--- config.mk ---
export PLATFORM = sky130hd
export DESIGN_NAME = proc_ctrl_fsm
export DESIGN_NICKNAME = d
export VERILOG_FILES = /design/src/rtl/proc_ctrl_fsm.sv
export SDC_FILE = /design/constraint.sdc
export NUM_CORES = 1
export LEC_CHECK = 0
export ABC_AREA = 1
export CELL_PAD_IN_SITES_DETAIL_PLACEMENT = 1
export CELL_PAD_IN_SITES_GLOBAL_PLACEMENT = 2
export CORE_MARGIN = 10
export CORE_UTILIZATION = 13
export CTS_BUF_LIST = sky130_fd_sc_hd__clkbuf_4 sky130_fd_sc_hd__clkbuf_8
export DETAILED_ROUTE_END_ITERATION = 8
export GPL_TIMING_DRIVEN = 0
export PLACE_DENSITY_LB_ADDON = 0.25
export SLEW_MARGIN = 10
export SYNTH_ARGS = -nofsm -noshare
export SYNTH_HDL_FRONTEND = slang
export SYNTH_SLANG_ARGS = --single-unit
--- constraint.sdc ---
create_clock -name Clock -period 1.73 [get_ports Clock]
set_input_delay 0.519 -clock Clock [delete_from_list [all_inputs] [get_ports Clock]]
set_output_delay 0.519 -clock Clock [all_outputs]
set_load 0.01 [all_outputs]
--- src/rtl/proc_ctrl_fsm.sv ---
// proc_ctrl_fsm
// Control unit of the simple processor. Steps through T0..T3 and drives the
// register-file, A, G and bus-mux controls for each decoded instruction.
// All outputs are combinational from the registered step, IR and Run.
// Optional feature macro: CTRL_MVNZ_EN (op 110 = mvnz; otherwise op 110 is a NOP).
module proc_ctrl_fsm #(
    parameter int IR_W = 9,
    parameter int NREG = 8
) (
    input  logic            Clock,
    input  logic            Resetn,
    input  logic            Run,
    input  logic [IR_W-1:0] IR,
    input  logic            Gnz,
    output logic            IRin,
    output logic [NREG-1:0] Rin,
    output logic [NREG-1:0] Rout,
    output logic            Gout,
    output logic            DINout,
    output logic            Ain,
    output logic            Gin,
    output logic            AddSub,
    output logic            Done,
    output logic            Busy
);

    typedef enum logic [1:0] {
        T0 = 2'd0,
        T1 = 2'd1,
        T2 = 2'd2,
        T3 = 2'd3
    } step_t;

    localparam logic [2:0] OP_MV   = 3'b000;
    localparam logic [2:0] OP_MVI  = 3'b001;
    localparam logic [2:0] OP_ADD  = 3'b010;
    localparam logic [2:0] OP_SUB  = 3'b011;
    localparam logic [2:0] OP_MVNZ = 3'b110;

    step_t      r_state;
    step_t      w_next;
    logic [2:0] w_op;
    logic [2:0] w_x;
    logic [2:0] w_y;

    assign w_op = IR[8:6];
    assign w_x  = IR[5:3];
    assign w_y  = IR[2:0];

`ifndef CTRL_MVNZ_EN
    // Gnz only matters for mvnz; keep it tied off so it is visibly unused.
    logic w_gnz_unused;
    assign w_gnz_unused = Gnz;
`endif

    // One-hot decode of a register index onto the NREG-wide enable vectors.
    function automatic logic [NREG-1:0] onehot(input logic [2:0] idx);
        logic [NREG-1:0] w_one;
        w_one = {{(NREG-1){1'b0}}, 1'b1};
        return w_one << idx;
    endfunction

    // Step register; reset drops straight back to T0 so no write can complete.
    always_ff @(posedge Clock or negedge Resetn) begin
        if (!Resetn) begin
            r_state <= T0;
        end else begin
            r_state <= w_next;
        end
    end

    // Next-step selection: add/sub run T0..T3, everything else ends in T1.
    always_comb begin
        w_next = T0;
        case (r_state)
            T0: begin
                if (Run) begin
                    w_next = T1;
                end else begin
                    w_next = T0;
                end
            end
            T1: begin
                if ((w_op == OP_ADD) || (w_op == OP_SUB)) begin
                    w_next = T2;
                end else begin
                    w_next = T0;
                end
            end
            T2:      w_next = T3;
            T3:      w_next = T0;
            default: w_next = T0;
        endcase
    end

    // Control outputs for the current step; at most one bus source per step.
    always_comb begin
        IRin   = 1'b0;
        Rin    = {NREG{1'b0}};
        Rout   = {NREG{1'b0}};
        Gout   = 1'b0;
        DINout = 1'b0;
        Ain    = 1'b0;
        Gin    = 1'b0;
        AddSub = 1'b0;
        Done   = 1'b0;
        Busy   = (r_state != T0);
        case (r_state)
            T0: begin
                // Gate with Resetn so IRin cannot pulse while reset is held.
                IRin = Run & Resetn;
            end
            T1: begin
                case (w_op)
                    OP_MV: begin
                        Rout = onehot(w_y);
                        Rin  = onehot(w_x);
                        Done = 1'b1;
                    end
                    OP_MVI: begin
                        DINout = 1'b1;
                        Rin    = onehot(w_x);
                        Done   = 1'b1;
                    end
                    OP_ADD, OP_SUB: begin
                        Rout = onehot(w_x);
                        Ain  = 1'b1;
                    end
`ifdef CTRL_MVNZ_EN
                    OP_MVNZ: begin
                        if (Gnz) begin
                            Rout = onehot(w_y);
                            Rin  = onehot(w_x);
                        end else begin
                            Rout = {NREG{1'b0}};
                            Rin  = {NREG{1'b0}};
                        end
                        Done = 1'b1;
                    end
`endif
                    default: begin
                        Done = 1'b1;
                    end
                endcase
            end
            T2: begin
                Rout   = onehot(w_y);
                Gin    = 1'b1;
                AddSub = w_op[0];
            end
            T3: begin
                Gout = 1'b1;
                Rin  = onehot(w_x);
                Done = 1'b1;
            end
            default: begin
                Busy = 1'b0;
            end
        endcase
    end

endmodule

Word level (Yosys, flattened, before mapping) --
Cells that the tools add are included.
Operators by class: multiplexer cells 17, multipliers 0, eq/ne operators 6, divide/modulo/power cells 0, shift-type cells 2, reduce and logical (&&, ||, !) cells 6, bitwise logic cells 1, order comparisons 0, add/subtract/negate cells 0
Operator list (number):
- case mux 8 bit (2 select lines) | 3
- << shifter 1 x 3 -> 8 bit, first input constant | 2
- two-way mux 1 bit | 10
- two-way mux 8 bit | 1
- case mux 2 bit (4 select lines) | 1
- == test 3 x 2 -> 1 bit, second input constant | 2
- == test 2 bit, second input constant | 2
- OR reduction 2 bit | 2
- == test 3 x 1 -> 1 bit, second input constant | 1
- zero test 3 bit | 1
- == test 2 x 1 -> 1 bit, second input constant | 1
- zero test 2 bit | 1
- two-way mux 2 bit | 1
- case mux 1 bit (2 select lines) | 1
- nonzero test 2 bit | 1
- bitwise AND 1 bit | 1
- logical OR 1 bit | 1
Storage, ports and cells: memories 0, register bits 2, bits in latches 0, logic and storage cells 33, memory bits (read-only) 0, RAM bits 0, output and inout bits 24, bits of input ports 13

Logic depth before layout (Yosys ltp) --
Gate-level depths: netlist of the first run.
depth after elaboration 4, gate-level depth with buffers 8, mapped depth without buffers 8

Worst setup path after synthesis of the first run --
Ideal clock, no wire load.
path kind flip-flop to output port, from register with a tool-made name, to output port Rin[0], required time 1.211 ns, cell stages (with the launch flop) 5, buffers on the path 0, arrival time 1.301 ns, path slack -0.090 ns, path through dfrtp_1 > inv_1 > ha_1 > a21oi_1 > nor4_1
RTL lines:
- to (decl) | RTL line 16 | output logic [NREG-1:0] Rin,

==> results of run 1 <==
==> cells in the final DEF, fill, tap and decap left out, types with 2 or more instances in the layout <==
cell type	synthesis	routed
buf_6	1	10
nor2_2	0	5
inv_2	2	7
clkdlybuf4s15_2	0	6
buf_2	1	14
ha_4	0	2
inv_1	15	8
nand2_2	1	4
nand2_1	15	10
o21ai_0	2	2
ha_1	4	2
dlygate4sd2_1	0	2
buf_4	0	12
a21oi_1	8	2
nor4_2	0	3
nand3_1	13	7
clkbuf_8	0	3
dfrtp_2	0	2
nor2_1	18	12
nand3_2	1	6
a21oi_2	0	5
clkbuf_2	0	6
nand2_4	0	2
nor3_1	6	3
nor3_2	0	3
==> power by group <==
| group | internal [W] | leakage (nW) | switching (W) |
|---|---|---|---|
| combinational | 0.000213 | 0.516 | 0.000254 |
| clock | 0.000147 | 0.0216 | 0.0000364 |
| sequential | 0.0000588 | 0.0234 | 0.0000124 |
==> routing by layer <==
metal  vias to the layer above  share of wire  track usage
met3                         0          0.077      0.01836
li1                        420              -            -
met1                       395           0.37      0.07196
met4                         0              0      0.02551
met5                         -              0            0
met2                        18           0.56       0.1555
==> Yosys cell counts <==
master	instances	share of area
a21o_1	1	0.015
buf_2	1	0.0099
nand2_1	15	0.11
nand3_2	1	0.020
nand3_1	13	0.13
nor3_1	6	0.060
inv_2	2	0.015
o21ai_0	2	0.020
inv_1	15	0.11
buf_6	1	0.022
nor4_1	5	0.062
nand2_2	1	0.012
nor2_1	18	0.13
a21oi_1	8	0.079
ha_1	4	0.099
dfrtp_1	2	0.099
==> worst max-delay path, cell delays in order (launching register included) <==
cell	delay, ns
dfrtp_2	0.41
buf_4	0.14
ha_1	0.22
a21oi_4	0.25
buf_4	0.16
nor4_2	0.03
clkbuf_2	0.14
==> cell families (layout without fill, tap and decap cells) <==
family,count (synthesis),after routing,synth area share
AOI/OAI and AO/OA,11,11,0.1142
buffers and inverters,19,72,0.1588
and+or+nand+nor,59,59,0.5285
DFF,2,2,0.09926
adders and majority gates,4,4,0.09926
==> through the flow <==
stage	utilization	power [W]
after detailed placement	0.2505	0.0003963
after global placement	0.2505	0.0003921
after floorplan	-	0.0002515
after global routing	0.3212	0.0007874
final	0.3212	0.0007213
after CTS	0.2832	0.0006387
==> area by class of cell <==
class | count | area [sq um]
fill | 471 | 2522
multi-input combinational | 74 | 558.0
timing repair buffer | 50 | 394.1
inverter | 17 | 71.32
tap | 48 | 60.06
sequential | 2 | 52.55
clock buffer | 3 | 41.29
buffer | 2 | 16.27
==> timing repair <==
action / 4_1_cts / 5_1_grt
resized for setup: 128 / 44
hold buffers: 0 / 0
hold endpoints to repair: 0 / 0
pin swaps: 17 / 10
gates cloned: 0 / 0
endpoints found under the setup margin: 24 / 24
setup buffers: 8 / 12
==> worst max path at each step <==
stage,endpoint
floorplan,Rout[6]
global placement,Rin[6]
detailed placement,Rin[6]
CTS,Rout[2]
global route,Rout[2]
finish,Rin[4]
==> results.cfg, run 1 <==
[place]
dp_cells = 176
dp.final_hpwl_um = 2017
dpl-instance-area_sq_um = 930.9
io_buffers = 33
gp_congestion = 0.7250
place_ws_ns = -1.082

[min_path]
worstHoldPathType = in -> async

[critical_path]
cp-start-kind = register
end_kind = output port
path_max_fanout = 7
path_class = reg -> out
r2r_setup_slack_ns = 0.36
cp.required_ns = 1.21
crit_arrival_ns = 1.57
ff2ff_path_depth = 7

[outcome]
failed_checks = setup timing
status = finished with violations

[power]
peakVddDrop_mv = 0.4195
leakagePower_nw = 0.5610
powerDensity_nw_per_um2 = 604.3

[cts]
clk_pin_slew_worst_paths_ns = 0.03
clockBufferDepth = 2
root_buffer = clkbuf_8
insertion_delay_ns = 0.21
cts.sinks = 2
cts_buffers = 3
cts_tree = done
cts-htree-levels = 1

[timing]
clock-skew-final_ns = 0.0006175
whs_ns = 0.2196
rsz0062_at_grt = yes
setup_viol = 22
max_slew.worst_pin.slew_ns = 0.3029
fmax_mhz = 479.4
finalHoldViolations = 0
finalSetupTns_ns = -5.386
fin_crit_ns = 2.086
period_share = 1.206
slew_headroom = 0.7978
drv_slew = 0
setup_slack_ns = -0.3557

[route]
drcViolationCount = 0
ant_nets = 0
vias = 833
routed_via_density = 4.250
routed_wl_um = 2648
drtPass1Iterations = 2
wire_per_inst_um = 13.51
drtIter0Drc = 2

[global_routing]
antenna_found_initial = 0
grt_pass1_vias = 911
grt_overflow_total = 0
grt_max_degree = 11
grt_pass1_wl_um = 4222
grt_use_total = 0.07660

[floorplan]
design.portCount = 37
num_rows = 22
core_sq_um = 3716
initial_utilization = 0.1357
dieArea_sq_um = 6770
die_h_um = 82.28
fp.dieW_um = 82.28

[synthesis]
synth_fp_nets = 112
synthCells = 95
ys_types = 16
syn_area_sq_um = 504.2
avgSynthCellArea_sq_um = 5.308
ys_warn_count = 0
synth.yosys.seq_area_share = 0.09926
synth-seq-cells = 2

[cells_and_area]
diodes = 0
post_route_cells_drive_above_1_share = 0.6486
area_delta_synth_final_pct = 136.7
nets = 167
layout.cells.non_filler = 196
post-route-cell-area_sq_um = 1194

[run]
max_cap_violations = 0
Note: power is estimated with default switching activity, not from simulation.
==> run 2, diff against run 1 <==
CELL_PAD_IN_SITES_DETAIL_PLACEMENT = default   (was 1)
CELL_PAD_IN_SITES_GLOBAL_PLACEMENT = default   (was 2)
CORE_UTILIZATION = 31   (was 13)
==> run 2 against run 1 <==
  * The flow still finishes with violations (setup timing)
  * Critical endpoint is now Rout[6]
  * Utilization increased by 34 points
  * Count of clock-buffer cells in the layout unchanged
  * Sequential power up 3%
  * Routed wire length is 13% lower
==> results.cfg, run 2 (same netlist as run 1, synthesis figures left out) <==
[critical_path]
slowest_delay_ns = 0.41
critical-path-top-delay-family = buffers and inverters
path_class = reg -> out
end_kind = output port
crit_arrival_ns = 1.55
ff2ff_path_depth = 5
crit_buf_inv = 4
path_max_fanout = 5
cp-start-kind = register
cp_cell_sequence = inv_2 -> ha_4 -> nand3_4 -> inv_4 -> buf_4 -> nand3_1 -> a21oi_1 -> buf_2
cp.required_ns = 1.21
crit_cells = 8
cp_slowest_cell = dfrtp_2

[route]
routed_via_density = 5.181
ant_nets = 0
drcViolationCount = 0
routed_wl_um = 2298
drtIter0Drc = 11
wire_per_inst_um = 14.36
drtPass1Iterations = 4
vias = 829

[global_routing]
grt_use_total = 0.1185
antenna_found_initial = 0
grt_overflow_total = 0
grt_pass1_wl_um = 3525
grt_max_degree = 11
grt_pass1_vias = 811

[cts]
cts_tree = done
insertion_delay_ns = 0.23
cts.sinks = 2
clk_pin_slew_worst_paths_ns = 0.03
clockBufferDepth = 2
cts-htree-levels = 1
root_buffer = clkbuf_4
cts_buffers = 3

[floorplan]
dieArea_sq_um = 3640
die_h_um = 60.33
initial_utilization = 0.3309
core_sq_um = 1524
design.portCount = 37
fp.dieW_um = 60.33
num_rows = 14

[outcome]
failed_checks = setup timing
status = finished with violations

[cells_and_area]
diodes = 0
post_route_cells_drive_above_1_share = 0.5764
nets = 163
final_cell_mix = buf_2 (23), nand2_1 (13), nor2_1 (13)
area_delta_synth_final_pct = 99.75
n_fill_cell = 130
post-route-cell-area_sq_um = 1007
final_common_cell = buf_2

[timing]
finalHoldViolations = 0
setup_viol = 21
fin_crit_ns = 2.074
max_slew.worst_pin.slew_ns = 0.2970
period_share = 1.199
clock-skew-final_ns = 0.001829
fmax_mhz = 482.2
slew_headroom = 0.8015
setup_slack_ns = -0.3436
drv_slew = 0
rsz0062_at_grt = yes

[min_path]
worstHoldPathType = in -> async

[power]
peakVddDrop_mv = 0.5393
leakagePower_nw = 0.5036
power.total_w = 0.0005947
powerDensity_nw_per_um2 = 590.5

[place]
place_ws_ns = -0.9920
dp.final_hpwl_um = 1592
io_buffers = 33
gp_congestion = 0.8309
dpl-instance-area_sq_um = 890.9

[run]
max_cap_violations = 0
run 2: changes by cell type in the layout (fill, tap and decap cells not counted), sizes merged:
cell | previous run | this run
clkdlybuf4s15 | 7 | 2
dlymetal6s2s | 1 | 0
clkbuf | 9 | 5
buf | 36 | 38
inv | 16 | 17
clkinv | 1 | 0
dlygate4sd2 | 2 | 6
run 2: final timing paths:
check	from	end	slack (ns)
max	register	Rout[6]	-0.34
min	Resetn	asynchronous set/reset pin	0.21
max reg2reg	register	register	0.59
min reg2reg	register	register	0.68
max in group asynchronous	Resetn	r_state[0]	1.37
min in group Clock	Run	r_state[0]	0.65
run 2: area by class of cell:
class | count | area (sq um) | share of cell area
clock buffers | 3 | 22.52 | 0.02236
plain buffers | 2 | 16.27 | 0.01615
repair buffers | 46 | 307.8 | 0.3056
flip-flops and latches | 2 | 52.55 | 0.05217
well taps | 16 | 20.02 | 0.01988
inverters | 17 | 68.82 | 0.06832
multi-input cells | 74 | 519.2 | 0.5155
run 2: repair_timing:
item	CTS	global route
setup endpoints to repair	24	22
pin swaps	9	7
buffers inserted	11	2
gates resized for setup	135	17
hold buffers	0	0
run 2: stage by stage:
| step | hold WS (ns) | std cells | utilization | TNS [ns] |
|---|---|---|---|---|
| floorplan | 0.2234 | 95 | - | -0.08700 |
| global placement | 0.5765 | 144 | 0.5846 | -18.21 |
| detailed placement | 0.5902 | 144 | 0.5846 | -18.60 |
| CTS | 0.2146 | 158 | 0.6125 | -4.259 |
| global route | 0.2158 | 160 | 0.6609 | -6.768 |
| finish | 0.2086 | 160 | 0.6609 | -5.561 |
run 2: worst register-to-register path, stage by stage, from the launching register on:
cell,delay [ns]
dfrtp_2,0.41
inv_2,0.08
ha_4,0.17
nand3_4,0.10
buf_4,0.15
o21ai_0,0.15
run 2: where the power goes:
group          switching [W]  internal [W]
combinational       0.000240      0.000178
sequential         0.0000142     0.0000588
clock              0.0000274     0.0000765
run 2: routing by layer:
| metal | routed length, um | vias to the layer above | track usage |
|---|---|---|---|
| met3 | 180 | 4 | 0.02714 |
| met2 | 1238 | 37 | 0.2235 |
| met1 | 852 | 379 | 0.1228 |
| li1 | - | 409 | - |
| met5 | 0 | - | 0 |
| met4 | 26 | 0 | 0.04487 |
